## config.mk

```make
export PLATFORM = sky130hd
export DESIGN_NAME = int_div
export DESIGN_NICKNAME = d
export VERILOG_FILES = /design/src/rtl/arith_pkg.sv /design/src/rtl/div_step.sv /design/src/rtl/int_div.sv
export SDC_FILE = /design/constraint.sdc
export NUM_CORES = 1
export LEC_CHECK = 0
export CAP_MARGIN = 20
export CELL_PAD_IN_SITES_DETAIL_PLACEMENT = 0
export CELL_PAD_IN_SITES_GLOBAL_PLACEMENT = 1
export CORE_MARGIN = 3
export CORE_UTILIZATION = 40
export CTS_CLUSTER_SIZE = 16
export DETAILED_ROUTE_END_ITERATION = 6
export PLACE_DENSITY_LB_ADDON = 0.1
export SKIP_CTS_REPAIR_TIMING = 1
export SLEW_MARGIN = 10
export SYNTH_ARGS = -nofsm -noshare
export SYNTH_HDL_FRONTEND = slang
export SYNTH_SLANG_ARGS = --single-unit
```

## constraint.sdc

```tcl
create_clock -name clk -period 7.2 [get_ports clk]
set_input_delay 0.72 -clock clk [delete_from_list [all_inputs] [get_ports clk]]
set_output_delay 0.72 -clock clk [all_outputs]
set_load 0.01 [all_outputs]
```

## src/rtl/arith_pkg.sv

```systemverilog
// Shared arithmetic helpers for the int_mul / int_mac / int_div datapath blocks.
// The helpers work on a 64-bit container; callers zero-extend their operands
// and size-cast the result back, so DATA_WIDTH up to 64 is supported.
package arith_pkg;

    typedef enum logic [1:0] {
        IDLE,
        BUSY,
        FIX,
        DONE
    } div_state_t;

    localparam int ARITH_MAX_W = 64;

    // Width of a counter that must be able to hold the value 'width'.
    function automatic int div_step_cnt_w(input int width);
        return $clog2(width + 1);
    endfunction

    // Two's-complement negation.
    function automatic logic [ARITH_MAX_W-1:0] neg_val(input logic [ARITH_MAX_W-1:0] x);
        return ~x + ARITH_MAX_W'(1);
    endfunction

    // Magnitude of a value whose sign has already been decoded into is_neg.
    function automatic logic [ARITH_MAX_W-1:0] abs_val(input logic [ARITH_MAX_W-1:0] x,
                                                       input logic                   is_neg);
        return is_neg ? neg_val(x) : x;
    endfunction

endpackage

```

## src/rtl/div_step.sv

```systemverilog
// One radix-2 restoring division iteration, purely combinational.
// {rem,quo} is shifted left by one, the divisor is trial-subtracted from the
// widened partial remainder and the result is kept only if non-negative.
module div_step #(
    parameter int DATA_WIDTH = 8
) (
    input  logic [DATA_WIDTH-1:0] rem,
    input  logic [DATA_WIDTH-1:0] quo,
    input  logic [DATA_WIDTH-1:0] divisor,
    output logic [DATA_WIDTH-1:0] rem_next,
    output logic [DATA_WIDTH-1:0] quo_next
);

    // One extra bit so the shifted remainder (< 2*divisor) and the sign of the
    // trial difference are both representable.
    logic [DATA_WIDTH:0] shifted_rem;
    logic [DATA_WIDTH:0] trial;

    // Shift, trial-subtract, restore on a negative difference.
    always_comb begin
        shifted_rem = {rem, quo[DATA_WIDTH-1]};
        trial       = shifted_rem - {1'b0, divisor};
        if (!trial[DATA_WIDTH]) begin
            rem_next = trial[DATA_WIDTH-1:0];
            quo_next = {quo[DATA_WIDTH-2:0], 1'b1};
        end else begin
            rem_next = shifted_rem[DATA_WIDTH-1:0];
            quo_next = {quo[DATA_WIDTH-2:0], 1'b0};
        end
    end

endmodule

```

## src/rtl/int_div.sv

```systemverilog
// Iterative signed/unsigned integer divider with valid/ready handshakes.
// Magnitudes are divided with one restoring step per cycle, then a single FIX
// cycle applies sign correction and the divide-by-zero / overflow overrides.
// Latency from the accepting edge to out_valid is a constant DATA_WIDTH+2 edges.
// Optional build macro INT_DIV_DBZ_FLAG_EN adds the dbz and dbz_sticky outputs.
import arith_pkg::*;

module int_div #(
    parameter int DATA_WIDTH = 8
) (
    input  logic                  clk,
    input  logic                  rst_n,
    input  logic                  in_valid,
    output logic                  in_ready,
    input  logic                  is_signed,
    input  logic [DATA_WIDTH-1:0] dividend,
    input  logic [DATA_WIDTH-1:0] divisor,
    output logic                  out_valid,
    input  logic                  out_ready,
    output logic [DATA_WIDTH-1:0] quotient,
    output logic [DATA_WIDTH-1:0] remainder
`ifdef INT_DIV_DBZ_FLAG_EN
    ,
    output logic                  dbz,
    output logic                  dbz_sticky
`endif
);

    localparam int                          DIV_STEP_CNT_W = div_step_cnt_w(DATA_WIDTH);
    localparam logic [DIV_STEP_CNT_W-1:0]   LAST_CNT       = DIV_STEP_CNT_W'(DATA_WIDTH);
    localparam logic [DATA_WIDTH-1:0]       MOST_NEG       = {1'b1, {(DATA_WIDTH-1){1'b0}}};

    div_state_t                state_q, state_d;
    logic [DIV_STEP_CNT_W-1:0] cnt_q, cnt_d;
    logic [DATA_WIDTH-1:0]     rem_q, rem_d;
    logic [DATA_WIDTH-1:0]     quo_q, quo_d;
    logic [DATA_WIDTH-1:0]     dvs_q, dvs_d;
    logic [DATA_WIDTH-1:0]     dvd_q, dvd_d;
    logic                      q_neg_q, q_neg_d;
    logic                      r_neg_q, r_neg_d;
    logic                      dbz_f_q, dbz_f_d;
    logic                      ovf_q, ovf_d;
    logic [DATA_WIDTH-1:0]     quotient_q, quotient_d;
    logic [DATA_WIDTH-1:0]     remainder_q, remainder_d;
    logic                      out_valid_q, out_valid_d;
    logic                      in_ready_q, in_ready_d;
`ifdef INT_DIV_DBZ_FLAG_EN
    logic                      dbz_q, dbz_d;
    logic                      dbz_sticky_q, dbz_sticky_d;
`endif

    logic                      dvd_neg;
    logic                      dvs_neg;
    logic [DATA_WIDTH-1:0]     step_rem;
    logic [DATA_WIDTH-1:0]     step_quo;

    // is_signed only matters in the accept cycle; it is folded into the sign
    // and overflow flags rather than being kept as its own register.
    assign dvd_neg = is_signed & dividend[DATA_WIDTH-1];
    assign dvs_neg = is_signed & divisor[DATA_WIDTH-1];

    div_step #(
        .DATA_WIDTH (DATA_WIDTH)
    ) u_step (
        .rem      (rem_q),
        .quo      (quo_q),
        .divisor  (dvs_q),
        .rem_next (step_rem),
        .quo_next (step_quo)
    );

    // Next-state logic for the FSM, operand registers and result registers.
    always_comb begin
        state_d     = state_q;
        cnt_d       = cnt_q;
        rem_d       = rem_q;
        quo_d       = quo_q;
        dvs_d       = dvs_q;
        dvd_d       = dvd_q;
        q_neg_d     = q_neg_q;
        r_neg_d     = r_neg_q;
        dbz_f_d     = dbz_f_q;
        ovf_d       = ovf_q;
        quotient_d  = quotient_q;
        remainder_d = remainder_q;
        out_valid_d = out_valid_q;
        in_ready_d  = in_ready_q;
`ifdef INT_DIV_DBZ_FLAG_EN
        dbz_d        = dbz_q;
        dbz_sticky_d = dbz_sticky_q;
`endif
        case (state_q)
            IDLE: begin
                if (in_valid && in_ready_q) begin
                    rem_d      = '0;
                    quo_d      = DATA_WIDTH'(abs_val(ARITH_MAX_W'(dividend), dvd_neg));
                    dvs_d      = DATA_WIDTH'(abs_val(ARITH_MAX_W'(divisor), dvs_neg));
                    dvd_d      = dividend;
                    q_neg_d    = dvd_neg ^ dvs_neg;
                    r_neg_d    = dvd_neg;
                    dbz_f_d    = (divisor == '0);
                    ovf_d      = is_signed && (dividend == MOST_NEG) && (divisor == '1);
                    cnt_d      = '0;
                    in_ready_d = 1'b0;
                    state_d    = BUSY;
                end
            end
            BUSY: begin
                // The extra BUSY cycle at cnt==LAST keeps latency at DATA_WIDTH+2.
                if (cnt_q == LAST_CNT) begin
                    state_d = FIX;
                end else begin
                    rem_d = step_rem;
                    quo_d = step_quo;
                    cnt_d = cnt_q + DIV_STEP_CNT_W'(1);
                end
            end
            FIX: begin
                if (dbz_f_q) begin
                    quotient_d  = '1;
                    remainder_d = dvd_q;
                end else if (ovf_q) begin
                    quotient_d  = MOST_NEG;
                    remainder_d = '0;
                end else begin
                    quotient_d  = q_neg_q ? DATA_WIDTH'(neg_val(ARITH_MAX_W'(quo_q))) : quo_q;
                    remainder_d = r_neg_q ? DATA_WIDTH'(neg_val(ARITH_MAX_W'(rem_q))) : rem_q;
                end
`ifdef INT_DIV_DBZ_FLAG_EN
                dbz_d        = dbz_f_q;
                dbz_sticky_d = dbz_sticky_q | dbz_f_q;
`endif
                out_valid_d = 1'b1;
                state_d     = DONE;
            end
            DONE: begin
                if (out_ready) begin
                    out_valid_d = 1'b0;
                    in_ready_d  = 1'b1;
`ifdef INT_DIV_DBZ_FLAG_EN
                    dbz_d       = 1'b0;
`endif
                    state_d     = IDLE;
                end
            end
            default: begin
                state_d    = IDLE;
                in_ready_d = 1'b1;
            end
        endcase
    end

    // State and data registers; reset aborts any divide in flight.
    always_ff @(posedge clk or negedge rst_n) begin
        if (!rst_n) begin
            state_q      <= IDLE;
            cnt_q        <= '0;
            rem_q        <= '0;
            quo_q        <= '0;
            dvs_q        <= '0;
            dvd_q        <= '0;
            q_neg_q      <= 1'b0;
            r_neg_q      <= 1'b0;
            dbz_f_q      <= 1'b0;
            ovf_q        <= 1'b0;
            quotient_q   <= '0;
            remainder_q  <= '0;
            out_valid_q  <= 1'b0;
            in_ready_q   <= 1'b1;
`ifdef INT_DIV_DBZ_FLAG_EN
            dbz_q        <= 1'b0;
            dbz_sticky_q <= 1'b0;
`endif
        end else begin
            state_q      <= state_d;
            cnt_q        <= cnt_d;
            rem_q        <= rem_d;
            quo_q        <= quo_d;
            dvs_q        <= dvs_d;
            dvd_q        <= dvd_d;
            q_neg_q      <= q_neg_d;
            r_neg_q      <= r_neg_d;
            dbz_f_q      <= dbz_f_d;
            ovf_q        <= ovf_d;
            quotient_q   <= quotient_d;
            remainder_q  <= remainder_d;
            out_valid_q  <= out_valid_d;
            in_ready_q   <= in_ready_d;
`ifdef INT_DIV_DBZ_FLAG_EN
            dbz_q        <= dbz_d;
            dbz_sticky_q <= dbz_sticky_d;
`endif
        end
    end

    assign in_ready  = in_ready_q;
    assign out_valid = out_valid_q;
    assign quotient  = quotient_q;
    assign remainder = remainder_q;
`ifdef INT_DIV_DBZ_FLAG_EN
    assign dbz        = dbz_q;
    assign dbz_sticky = dbz_sticky_q;
`endif

endmodule
```

==> metrics.txt, run 1 <==
# TYPE chip_impl_metric gauge
chip_impl_metric{name="timing.fmax",unit="MHz"} 358
chip_impl_info{name="setup.worst_path.start_class",value="flop"} 1
chip_impl_metric{name="post_route_cells_drive_above_1_share",unit=""} 0.0766
chip_impl_metric{name="number_of_antenna_violations_at_the_first_check_in_global_routing",unit=""} 0
chip_impl_info{name="clk_root_buffer_cell",value="clkbuf_8"} 1
chip_impl_metric{name="grt_remaining_overflow",unit=""} 0
chip_impl_info{name="outcome",value="finished clean"} 1
chip_impl_metric{name="coreArea",unit="um^2"} 8460
chip_impl_metric{name="routed_via_density",unit=""} 5.17
chip_impl_metric{name="final.period_utilization",unit=""} 0.388
chip_impl_metric{name="synth_to_layout_area_growth",unit="%"} 19.0
chip_impl_metric{name="finalWorstPathRequiredPeriod",unit="ps"} 2800
chip_impl_metric{name="postLayoutCellArea",unit="um^2"} 4250
chip_impl_metric{name="fp.dieArea",unit="um^2"} 10100
chip_impl_metric{name="port_buffers",unit=""} 38
chip_impl_info{name="critical_path_class",value="flop to flop"} 1
chip_impl_metric{name="finalClockSkew",unit="ps"} 8.08
chip_impl_metric{name="clock_slew_at_reported_path_ffs",unit="ps"} 70
chip_impl_metric{name="number_of_sinks_on_the_clock_net",unit=""} 60
chip_impl_metric{name="worst-endpoint-required",unit="ps"} 7430
chip_impl_info{name="rsz0062_at_grt",value="false"} 1
chip_impl_metric{name="grt_pass1_wl",unit="mm"} 14.0
chip_impl_metric{name="antenna_cells_inserted",unit=""} 0
chip_impl_metric{name="ctsHtreeMaxLevel",unit=""} 3
chip_impl_metric{name="post-route-drc-count",unit=""} 0
chip_impl_metric{name="synth.avg_cell_area",unit="um^2"} 8.89
chip_impl_metric{name="grt_util_all_layers",unit=""} 0.178
chip_impl_metric{name="detail_route.wl_per_cell",unit="um"} 15.0
chip_impl_metric{name="synth_cell_types",unit=""} 49
chip_impl_metric{name="postSynthNetCount",unit=""} 444
chip_impl_metric{name="die-width",unit="um"} 101
chip_impl_metric{name="grt_max_degree",unit=""} 61
chip_impl_metric{name="vias",unit=""} 2841
chip_impl_metric{name="drt.antenna.violating_nets",unit=""} 0
chip_impl_metric{name="synth_enable_flop_cells",unit=""} 0
chip_impl_metric{name="post_synth_inst_count",unit=""} 402
chip_impl_info{name="cts_tree",value="yes"} 1
chip_impl_info{name="endpoint_kind",value="flop"} 1
chip_impl_metric{name="cts.path.max_buffers",unit=""} 2
chip_impl_metric{name="ys.warnings.count",unit=""} 0
chip_impl_metric{name="p_leak",unit="uW"} 0.00186
chip_impl_metric{name="drt_pass1_iterations",unit=""} 5
chip_impl_metric{name="critPathArrivalTime",unit="ps"} 3030
chip_impl_metric{name="number_of_top_level_pins",unit=""} 39
chip_impl_metric{name="die_height",unit="um"} 101
chip_impl_metric{name="finalHoldViolCount",unit=""} 0
chip_impl_metric{name="maxSlewHeadroom",unit=""} 0.470
chip_impl_metric{name="setup_tns",unit="ps"} 0
chip_impl_info{name="most_frequent_standard_cell_in_the_layout_excluding_fill_and_tap_cells",value="dfrtp_1"} 1
chip_impl_info{name="synth_flop_cell",value="dfrtp_1"} 1
chip_impl_metric{name="dp_hpwl",unit="mm"} 5.98
chip_impl_metric{name="first_iter_violations",unit=""} 124
chip_impl_metric{name="place.gp.congestion",unit=""} 0.819
chip_impl_metric{name="number_of_buffers_created_by_cts",unit=""} 9
chip_impl_metric{name="via_count_of_the_first_global_routing_pass",unit=""} 2829
chip_impl_metric{name="setup_viol_count_final",unit=""} 0
chip_impl_metric{name="maxCapViolCount",unit=""} 0
chip_impl_metric{name="power.density_cell_area",unit="nW/um^2"} 452
chip_impl_metric{name="place_area",unit="um^2"} 4040
chip_impl_metric{name="rows",unit=""} 33
chip_impl_metric{name="finalNetCount",unit=""} 481
chip_impl_metric{name="clock_insertion_delay_worst_skew",unit="ps"} 340
chip_impl_metric{name="timing.final.max_slew_violations",unit=""} 0
chip_impl_metric{name="max_slew.worst_pin.slew",unit="ps"} 795
chip_impl_metric{name="max-vdd-ir-drop",unit="V"} 0.000166
chip_impl_metric{name="postSynthRegisterBits",unit=""} 60
chip_impl_metric{name="synthesis.area",unit="um^2"} 3570
chip_impl_metric{name="drt_wl_total",unit="mm"} 8.21
chip_impl_info{name="final_cell_mix",value="dfrtp_1 (59), nand2_1 (49), o21ai_0 (41)"} 1
chip_impl_metric{name="postSynth.asyncResetShare",unit=""} 1.00
chip_impl_metric{name="critPathMaxFanout",unit=""} 10
chip_impl_metric{name="yosysSeqAreaShare",unit=""} 0.420
chip_impl_info{name="holdCritPathClass",value="flop to flop"} 1
chip_impl_metric{name="initial_utilization",unit=""} 0.422
[cell type report]
class,instances,area (um^2)
tap,105,131
clock buffer,12,155
inverter,28,105
multi-input combinational,298,1900
fill,833,4210
timing repair buffer,42,413
sequential,60,1500
clock inverter,4,47.5
[per-stage QoR]
| step | hold WS [ps] | instances | util | power [uW] | setup WS (ps) |
|---|---|---|---|---|---|
| global placement | 464 | 532 | 0.477 | 1600 | 4410 |
| detailed placement | 472 | 532 | 0.477 | 1620 | 4390 |
| CTS | 488 | 548 | 0.501 | 1940 | 4380 |
| finish | 483 | 549 | 0.503 | 1920 | 4400 |
| global route | 525 | 549 | 0.503 | 2110 | 4220 |
| floorplan | 424 | 402 | - | 1310 | 4670 |
[synth_stat cells, drive strengths merged (3+ instances only)]
library cell | number | area (um^2)
mux2i | 9 | 90.1
a21o | 3 | 22.5
nand3 | 7 | 35.0
or3 | 4 | 25.0
mux2 | 7 | 78.8
nor3 | 8 | 40.0
a21oi | 35 | 175
nand2 | 49 | 184
ha | 20 | 250
clkbuf | 14 | 52.6
a22oi | 4 | 30.0
a211oi | 3 | 22.5
dfrtp | 59 | 1480
xnor2 | 19 | 166
nand2b | 4 | 25.0
nor3b | 3 | 27.5
o21ai | 43 | 219
inv | 28 | 105
xor2 | 10 | 87.6
o22a | 3 | 26.3
nor2 | 36 | 135
and2 | 3 | 18.8
o31ai | 5 | 42.5
[worst max-delay path: stages, from the launching register on]
cell and delay [ps]:
dfrtp_1 360, inv_1 120, ha_1 190, inv_1 60
fa_1 410, a211oi_1 330, nor3b_2 100, mux2i_1 130
a2111o_1 600, mux2i_1 190, a22o_1 210
[per-layer routing]
| layer | GRT usage | share of wire | routed length [um] |
|---|---|---|---|
| met5 | 0 | 0 | 0 |
| met4 | 0.0404 | 0.010 | 86 |
| met3 | 0.0505 | 0.037 | 304 |
| met2 | 0.273 | 0.44 | 3630 |
| met1 | 0.250 | 0.51 | 4190 |
[final timing paths]
kind / depth (start not counted) / slack (ps) / start / endpoint
max in group asynchronous: 2 / 6120 / rst_n / quotient[2]$_DFFE_PN0P_
min reg2reg: 2 / 480 / dvs_q[5]$_DFFE_PN0P_ / dvs_q[5]$_DFFE_PN0P_
min in group asynchronous: 2 / 560 / rst_n / cnt_q[1]$_DFFE_PN0P_
max reg2reg: 10 / 4400 / quo_q[7]$_DFFE_PN0P_ / rem_q[0]$_DFFE_PN0P_
min: 2 / 480 / dvs_q[5]$_DFFE_PN0P_ / dvs_q[5]$_DFFE_PN0P_
max: 10 / 4400 / quo_q[7]$_DFFE_PN0P_ / rem_q[0]$_DFFE_PN0P_
[registers in the layout, summed over array words and instances (netlist names), 2 cells and up]
name	count
quotient	8
cnt_q	4
dvs_q	8
quo_q	8
state_q	2
rem_q	8
dvd_q	8
remainder	8
[cells by family after synthesis]
kind of cell | share of synthesized area
buffers and inverters | 0.0483
xor gates and xnor gates | 0.0711
adders and majority gates | 0.0756
muxes | 0.0473
AOI/OAI and AO/OA | 0.184
and+or+nand+nor | 0.153
DFF | 0.420
[report_power, final]
part           switching [uW]  internal, uW
Sequential                132           492
Clock                     135           178
Combinational             525           462
Power figures use the tool's default switching activity.
==> run 2: changes to the inputs <==
Clock period 7.2 ns to 2.9 ns, I/O delays scaled along.
==> run 2 against run 1 <==
Against the previous run:
- wire length increased by 2.5%
- clock skew increased by 3.1 ps
- via count increased by 2.0%
- utilization increased by 0.34 points
- critical path type unchanged
- highest routed layer unchanged
- register-to-register slack got worse by 4100 ps
- first-iteration DRC count decreased by 4.8%
- sequential power increased by 150%
- maximum frequency increased by 6.9%
- design area increased by 0.68%
- final cell count increased by 0.36%
==> metrics.txt, run 2 (synthesis results as in run 1) <==
# TYPE chip_impl_metric gauge
chip_impl_metric{name="pre_cts_ws",unit="ps"} 146
chip_impl_metric{name="vias",unit=""} 2897
chip_impl_metric{name="gr-usage-met2",unit=""} 0.271
chip_impl_metric{name="grt_pass1_wl",unit="mm"} 14.2
chip_impl_metric{name="place.gp.congestion",unit=""} 0.835
chip_impl_metric{name="r2r_slack",unit="ps"} 280
chip_impl_info{name="clk_root_buffer_cell",value="clkbuf_8"} 1
chip_impl_metric{name="synth_to_layout_area_growth",unit="%"} 19.8
chip_impl_info{name="critical_path.reg2reg.startpoint",value="quo_q[7]$_DFFE_PN0P_"} 1
chip_impl_metric{name="p_leak",unit="uW"} 0.00188
chip_impl_metric{name="post_route_cells_drive_above_1_share",unit=""} 0.0830
chip_impl_metric{name="max_slew.worst_pin.slew",unit="ps"} 797
chip_impl_metric{name="dpl.cell_count",unit=""} 535
chip_impl_metric{name="first_iter_violations",unit=""} 118
chip_impl_metric{name="drt.antenna.violating_nets",unit=""} 0
chip_impl_metric{name="finalClockSkew",unit="ps"} 11.2
chip_impl_metric{name="dp_hpwl",unit="mm"} 6.15
chip_impl_metric{name="setup_tns",unit="ps"} 0
chip_impl_metric{name="initial_utilization",unit=""} 0.422
chip_impl_info{name="setup.worst_path.start_class",value="flop"} 1
chip_impl_metric{name="postLayoutCellArea",unit="um^2"} 4280
chip_impl_metric{name="number_of_antenna_violations_at_the_first_check_in_global_routing",unit=""} 0
chip_impl_metric{name="post-route-drc-count",unit=""} 0
chip_impl_metric{name="rows",unit=""} 33
chip_impl_metric{name="critPathMaxFanout",unit=""} 10
chip_impl_metric{name="antenna_cells_inserted",unit=""} 0
chip_impl_metric{name="final.period_utilization",unit=""} 0.903
chip_impl_metric{name="die_height",unit="um"} 101
chip_impl_metric{name="timing.final.max_slew_violations",unit=""} 0
chip_impl_info{name="cts_tree",value="yes"} 1
chip_impl_metric{name="max-vdd-ir-drop",unit="V"} 0.000397
chip_impl_metric{name="fin_cells",unit=""} 551
chip_impl_metric{name="via_count_of_the_first_global_routing_pass",unit=""} 2795
chip_impl_info{name="final_cell_mix",value="dfrtp_1 (59), nand2_1 (49), o21ai_0 (41)"} 1
chip_impl_metric{name="gr-usage-met1",unit=""} 0.263
chip_impl_metric{name="grt_util_all_layers",unit=""} 0.181
chip_impl_metric{name="share_of_total_power_in_combinational_logic",unit=""} 0.508
chip_impl_metric{name="coreArea",unit="um^2"} 8460
chip_impl_metric{name="maxSlewHeadroom",unit=""} 0.469
chip_impl_metric{name="place_area",unit="um^2"} 4060
chip_impl_info{name="outcome",value="finished clean"} 1
chip_impl_metric{name="use_met3",unit=""} 0.0291
chip_impl_metric{name="drt_wl_total",unit="mm"} 8.42
chip_impl_metric{name="timing.fmax",unit="MHz"} 382
chip_impl_metric{name="worst-endpoint-required",unit="ps"} 3130
chip_impl_metric{name="grt_max_degree",unit=""} 61
chip_impl_metric{name="worstRegToRegCells",unit=""} 10
chip_impl_metric{name="setup_viol_count_final",unit=""} 0
chip_impl_metric{name="detail_route.wl_per_cell",unit="um"} 15.3
chip_impl_metric{name="share_clk_of_total_power",unit=""} 0.173
chip_impl_metric{name="switching_power",unit="uW"} 1970
chip_impl_metric{name="routed_via_density",unit=""} 5.26
chip_impl_metric{name="port_buffers",unit=""} 38
chip_impl_metric{name="finalHoldViolCount",unit=""} 0
chip_impl_metric{name="number_of_buffers_created_by_cts",unit=""} 9
chip_impl_info{name="busiest_layer",value="met2"} 1
chip_impl_metric{name="timing.final.ws_setup",unit="ps"} 282
chip_impl_metric{name="finalWorstPathRequiredPeriod",unit="ps"} 2620
chip_impl_metric{name="ctsHtreeMaxLevel",unit=""} 3
chip_impl_info{name="rr_endpoint",value="rem_q[0]$_DFFE_PN0P_"} 1
chip_impl_metric{name="internal_pwr_total",unit="uW"} 2890
chip_impl_metric{name="critPathArrivalTime",unit="ps"} 2850
chip_impl_metric{name="clock_slew_at_reported_path_ffs",unit="ps"} 70
chip_impl_metric{name="finalNetCount",unit=""} 483
chip_impl_metric{name="final_core_utilization",unit=""} 0.506
chip_impl_metric{name="die-width",unit="um"} 101
chip_impl_info{name="rsz0062_at_grt",value="false"} 1
chip_impl_metric{name="seqPwrFrac",unit=""} 0.319
chip_impl_metric{name="number_of_sinks_on_the_clock_net",unit=""} 60
chip_impl_metric{name="maxCapViolCount",unit=""} 0
chip_impl_info{name="most_frequent_standard_cell_in_the_layout_excluding_fill_and_tap_cells",value="dfrtp_1"} 1
chip_impl_metric{name="clock_insertion_delay_worst_skew",unit="ps"} 340
chip_impl_metric{name="power.density_cell_area",unit="nW/um^2"} 1140
chip_impl_info{name="critical_path_class",value="flop to flop"} 1
chip_impl_metric{name="cts.path.max_buffers",unit=""} 2
chip_impl_metric{name="grt_remaining_overflow",unit=""} 0
chip_impl_info{name="endpoint_kind",value="flop"} 1
chip_impl_metric{name="power.switching_fraction",unit=""} 0.406
chip_impl_metric{name="fp.dieArea",unit="um^2"} 10100
chip_impl_info{name="holdCritPathClass",value="primary input to async pin"} 1
chip_impl_metric{name="number_of_top_level_pins",unit=""} 39
chip_impl_metric{name="drt_pass1_iterations",unit=""} 4
[run 2: cell count changes in the layout (fill, tap and decap cells not counted), sizes merged]
cell    previous run  this run
buf                5         7
clkinv             2         1
bufinv             1         2
[run 2: worst max-delay path: stages, from the launching register on]
cell,delay [ps]
dfrtp_1,360
inv_1,70
ha_1,160
inv_1,50
fa_1,430
a211oi_2,280
nor3b_2,90
mux2i_1,120
a2111o_2,590
mux2i_1,160
a22o_1,200
[run 2: stage by stage]
stage,power [uW],hold slack [ps]
floorplan,3260,-5.59
global placement,4000,464
detailed placement,4050,476
CTS,4910,151
global route,5310,194
finish,4870,122
[run 2: routing by layer]
| metal | vias to the layer above | share of wire |
|---|---|---|
| li1 | 1456 | - |
| met1 | 1387 | 0.52 |
| met2 | 42 | 0.44 |
| met3 | 12 | 0.027 |
| met4 | 0 | 0.019 |
| met5 | - | 0 |
[run 2: layout make-up]
class	count	area [um^2]
Fill cell	840	4180
Multi-Input combinational cell	298	1910
Sequential cell	60	1500
Timing Repair Buffer	44	420
Clock buffer	12	145
Tap cell	105	131
Inverter	28	105
Clock inverter	4	72.6
[run 2: worst max-delay path by stage]
stage / to / slack [ps] / from / cells after the start
after floorplan: rem_q[0]$_DFFE_PN0P_ / 370 / quo_q[7]$_DFFE_PN0P_ / 11
after global placement: rem_q[0]$_DFFE_PN0P_ / 150 / quo_q[7]$_DFFE_PN0P_ / 10
after detailed placement: rem_q[0]$_DFFE_PN0P_ / 150 / quo_q[7]$_DFFE_PN0P_ / 10
after CTS: rem_q[0]$_DFFE_PN0P_ / 130 / quo_q[7]$_DFFE_PN0P_ / 10
after global routing: rem_q[5]$_DFFE_PN0P_ / 120 / quo_q[7]$_DFFE_PN0P_ / 10
final: rem_q[0]$_DFFE_PN0P_ / 280 / quo_q[7]$_DFFE_PN0P_ / 10
[run 2: power by group through the flow]
stage          Sequential [uW]  Combinational [uW]  Clock (uW)
4_1_cts                   1550                2490         865
5_1_grt                   1610                2800         903
3_5_place_dp              1570                2480           0
3_3_place_gp              1550                2440           0
6_report                  1550                2470         843
2_1_floorplan             1510                1740           0
==> run 3: changes to the inputs <==
Settings changed: CORE_UTILIZATION 40 to 44, SYNTH_HIERARCHICAL set to 1.
==> run 3 against run 2 <==
Against the previous run:
- final cell count shrank 0.36%
- largest power group unchanged
- hold slack gained 320 ps
- highest routed layer unchanged
- non-clock buffer count grew 3
- first-iteration DRC count grew 5.9%
==> metrics.txt, run 3 <==
# TYPE chip_impl_metric gauge
chip_impl_metric{name="antenna_cells_inserted",unit=""} 0
chip_impl_info{name="synth_flop_cell",value="dfrtp_1"} 1
chip_impl_metric{name="number_of_top_level_pins",unit=""} 39
chip_impl_metric{name="postSynthRegisterBits",unit=""} 60
chip_impl_metric{name="routed_via_density",unit=""} 5.42
chip_impl_metric{name="yosysSeqAreaShare",unit=""} 0.397
chip_impl_metric{name="finalNetCount",unit=""} 481
chip_impl_metric{name="final.period_utilization",unit=""} 0.895
chip_impl_metric{name="critPathArrivalTime",unit="ps"} 2810
chip_impl_metric{name="post_route_cells_drive_above_1_share",unit=""} 0.110
chip_impl_metric{name="dpl.cell_count",unit=""} 532
chip_impl_metric{name="fin_cells",unit=""} 549
chip_impl_metric{name="ys.warnings.count",unit=""} 6
chip_impl_metric{name="drt.antenna.violating_nets",unit=""} 0
chip_impl_metric{name="drt_pass1_iterations",unit=""} 4
chip_impl_metric{name="first_iter_violations",unit=""} 125
chip_impl_info{name="synth.top_cells.by_count",value="dfrtp_1 (59), nand2_1 (46), o21ai_0 (36), inv_1 (26), nor2_1 (26)"} 1
chip_impl_info{name="synthDominantAreaCellType",value="dfrtp_1"} 1
chip_impl_info{name="crit_start",value="quo_q[7]$_DFFE_PN0P_"} 1
chip_impl_metric{name="die_height",unit="um"} 98.8
chip_impl_metric{name="cts.path.max_buffers",unit=""} 2
chip_impl_metric{name="number_of_buffers_created_by_cts",unit=""} 9
chip_impl_info{name="final_cell_mix",value="dfrtp_1 (59), nand2_1 (46), clkdlybuf4s50_1 (37)"} 1
chip_impl_metric{name="synth_to_layout_area_growth",unit="%"} 17.4
chip_impl_metric{name="synth_cell_types",unit=""} 54
chip_impl_metric{name="drt_wl_total",unit="mm"} 8.25
chip_impl_metric{name="number_of_sinks_on_the_clock_net",unit=""} 60
chip_impl_metric{name="clock_slew_at_reported_path_ffs",unit="ps"} 70
chip_impl_metric{name="max_slew.worst_pin.slew",unit="ps"} 692
chip_impl_metric{name="yosysTopAreaCellShare",unit=""} 0.390
chip_impl_metric{name="worstRegToRegCells",unit=""} 10
chip_impl_info{name="rsz0062_at_grt",value="false"} 1
chip_impl_metric{name="dp_hpwl",unit="mm"} 6.27
chip_impl_metric{name="detail_route.wl_per_cell",unit="um"} 15.0
chip_impl_info{name="cts_tree",value="yes"} 1
chip_impl_metric{name="maxSlewHeadroom",unit=""} 0.539
chip_impl_metric{name="ctsHtreeMaxLevel",unit=""} 3
chip_impl_metric{name="synthesis.area",unit="um^2"} 3790
chip_impl_info{name="rr_endpoint",value="rem_q[5]$_DFFE_PN0P_"} 1
chip_impl_info{name="endpoint_kind",value="flop"} 1
chip_impl_metric{name="coreArea",unit="um^2"} 8300
chip_impl_metric{name="grt_pass1_wl",unit="mm"} 14.2
chip_impl_metric{name="initial_utilization",unit=""} 0.457
chip_impl_metric{name="critPathMaxFanout",unit=""} 9
chip_impl_metric{name="power.density_cell_area",unit="nW/um^2"} 1130
chip_impl_metric{name="finalHoldViolCount",unit=""} 0
chip_impl_metric{name="timing.final.max_slew_violations",unit=""} 0
chip_impl_metric{name="synth_enable_flop_cells",unit=""} 0
chip_impl_metric{name="finalWorstPathRequiredPeriod",unit="ps"} 2600
chip_impl_metric{name="place.gp.congestion",unit=""} 0.850
chip_impl_metric{name="grt_remaining_overflow",unit=""} 0
chip_impl_info{name="setup.worst_path.start_class",value="flop"} 1
chip_impl_metric{name="post_synth_inst_count",unit=""} 408
chip_impl_info{name="critical_path_class",value="flop to flop"} 1
chip_impl_metric{name="grt_util_all_layers",unit=""} 0.181
chip_impl_metric{name="die-width",unit="um"} 98.8
chip_impl_info{name="synth.top_cells.by_area",value="dfrtp_1 (39%), ha_1 (6.6%), mux2_2 (5.6%)"} 1
chip_impl_metric{name="postSynth.asyncResetShare",unit=""} 1.00
chip_impl_metric{name="maxCapViolCount",unit=""} 0
chip_impl_metric{name="synth.avg_cell_area",unit="um^2"} 9.29
chip_impl_metric{name="r2r_slack",unit="ps"} 300
chip_impl_metric{name="vias",unit=""} 2975
chip_impl_info{name="setup.worst_path.end",value="rem_q[5]$_DFFE_PN0P_"} 1
chip_impl_metric{name="number_of_antenna_violations_at_the_first_check_in_global_routing",unit=""} 0
chip_impl_info{name="most_frequent_standard_cell_in_the_layout_excluding_fill_and_tap_cells",value="dfrtp_1"} 1
chip_impl_info{name="synth.most_common_cell",value="dfrtp_1"} 1
chip_impl_metric{name="via_count_of_the_first_global_routing_pass",unit=""} 2853
chip_impl_info{name="holdCritPathClass",value="primary input to async pin"} 1
chip_impl_metric{name="rows",unit=""} 33
chip_impl_metric{name="worst-endpoint-required",unit="ps"} 3120
chip_impl_metric{name="power.total",unit="uW"} 5020
chip_impl_metric{name="p_leak",unit="uW"} 0.00194
chip_impl_metric{name="clock_insertion_delay_worst_skew",unit="ps"} 340
chip_impl_metric{name="max-vdd-ir-drop",unit="V"} 0.000513
chip_impl_metric{name="post-route-drc-count",unit=""} 0
chip_impl_metric{name="postSynthNetCount",unit=""} 450
chip_impl_info{name="critical_path.reg2reg.startpoint",value="quo_q[7]$_DFFE_PN0P_"} 1
chip_impl_metric{name="setup_viol_count_final",unit=""} 0
chip_impl_metric{name="setup_tns",unit="ps"} 0
chip_impl_metric{name="timing.fmax",unit="MHz"} 385
chip_impl_metric{name="port_buffers",unit=""} 38
chip_impl_metric{name="fp.dieArea",unit="um^2"} 9760
chip_impl_metric{name="finalClockSkew",unit="ps"} 11.6
chip_impl_info{name="clk_root_buffer_cell",value="clkbuf_8"} 1
chip_impl_info{name="outcome",value="finished clean"} 1
chip_impl_metric{name="grt_max_degree",unit=""} 36
==> run 3: cell types whose count changed after synthesis, sizes merged, moves of 3 or more <==
cell    change
mux2       +13
nor2b       +3
nor2       -10
buf         +8
a21oi      -14
o21ai       -7
a22o        +8
nand2b      +3
nand2       -3
and2        -3
xnor2       -5
clkbuf      +3
or4         +4
==> run 3: kinds of logic after synthesis <==
| logic type | after synthesis | share of synthesized area |
|---|---|---|
| AO/OA/AOI/OAI | 100 | 0.170 |
| XOR/XNOR | 24 | 0.0604 |
| adder cells (fa/ha/maj) | 21 | 0.0713 |
| buffers and inverters | 53 | 0.0614 |
| flip-flops | 60 | 0.397 |
| multiplexers | 29 | 0.0832 |
| AND/OR/NAND/NOR | 121 | 0.157 |
==> run 3: worst min path at each step <==
stage                from              endpoint  slack, ps  cells after the start
floorplan           rst_n  cnt_q[0]$_DFFE_PN0P_         -6                      0
finish              rst_n  rem_q[2]$_DFFE_PN0P_        440                      2
global placement    rst_n  rem_q[3]$_DFFE_PN0P_        270                      1
global route        rst_n  rem_q[3]$_DFFE_PN0P_        460                      2
detailed placement  rst_n  rem_q[3]$_DFFE_PN0P_        270                      1
CTS                 rst_n  rem_q[2]$_DFFE_PN0P_        -90                      1
==> run 3: worst max-delay path, stage by stage (launching register included) <==
cell and delay, ps:
dfrtp_1 400, inv_1 80, ha_1 150, inv_1 50, fa_1 390, a21o_1 180
a21oi_2 230, o31ai_4 120, xor2_4 300, mux2_2 380, a22o_1 200
==> run 3: metrics by stage <==
step	hold slack, ps	worst slack [ps]	area [um^2]	util
2_1_floorplan	-5.59	452	3790	-
3_3_place_gp	265	346	4220	0.509
3_5_place_dp	268	295	4220	0.509
4_1_cts	-94.6	284	4440	0.535
5_1_grt	464	138	4450	0.536
6_report	437	304	4450	0.536
==> run 3: area by class of cell <==
type | instances | area, um^2
flip-flops and latches | 60 | 1500
clock inverters | 5 | 75.1
well taps | 105 | 131
repair buffers | 47 | 445
clock buffers | 11 | 141
multi-input cells | 295 | 2050
fillers | 779 | 3850
inverters | 26 | 97.6
==> run 3: power breakdown <==
group          leakage (uW)  total [uW]  internal (uW)  switching, uW
clock              0.000113         830            503            327
sequential         0.000747        1550           1220            330
combinational       0.00108        2640           1300           1340
total               0.00194        5020           3020           2000
==> run 3: metal layers <==
| metal | GRT usage | up-vias | part of all wire |
|---|---|---|---|
| met1 | 0.266 | 1410 | 0.50 |
| met2 | 0.269 | 62 | 0.44 |
| met5 | 0 | - | 0 |
| li1 | - | 1495 | - |
| met3 | 0.0304 | 8 | 0.038 |
| met4 | 0.0630 | 0 | 0.012 |
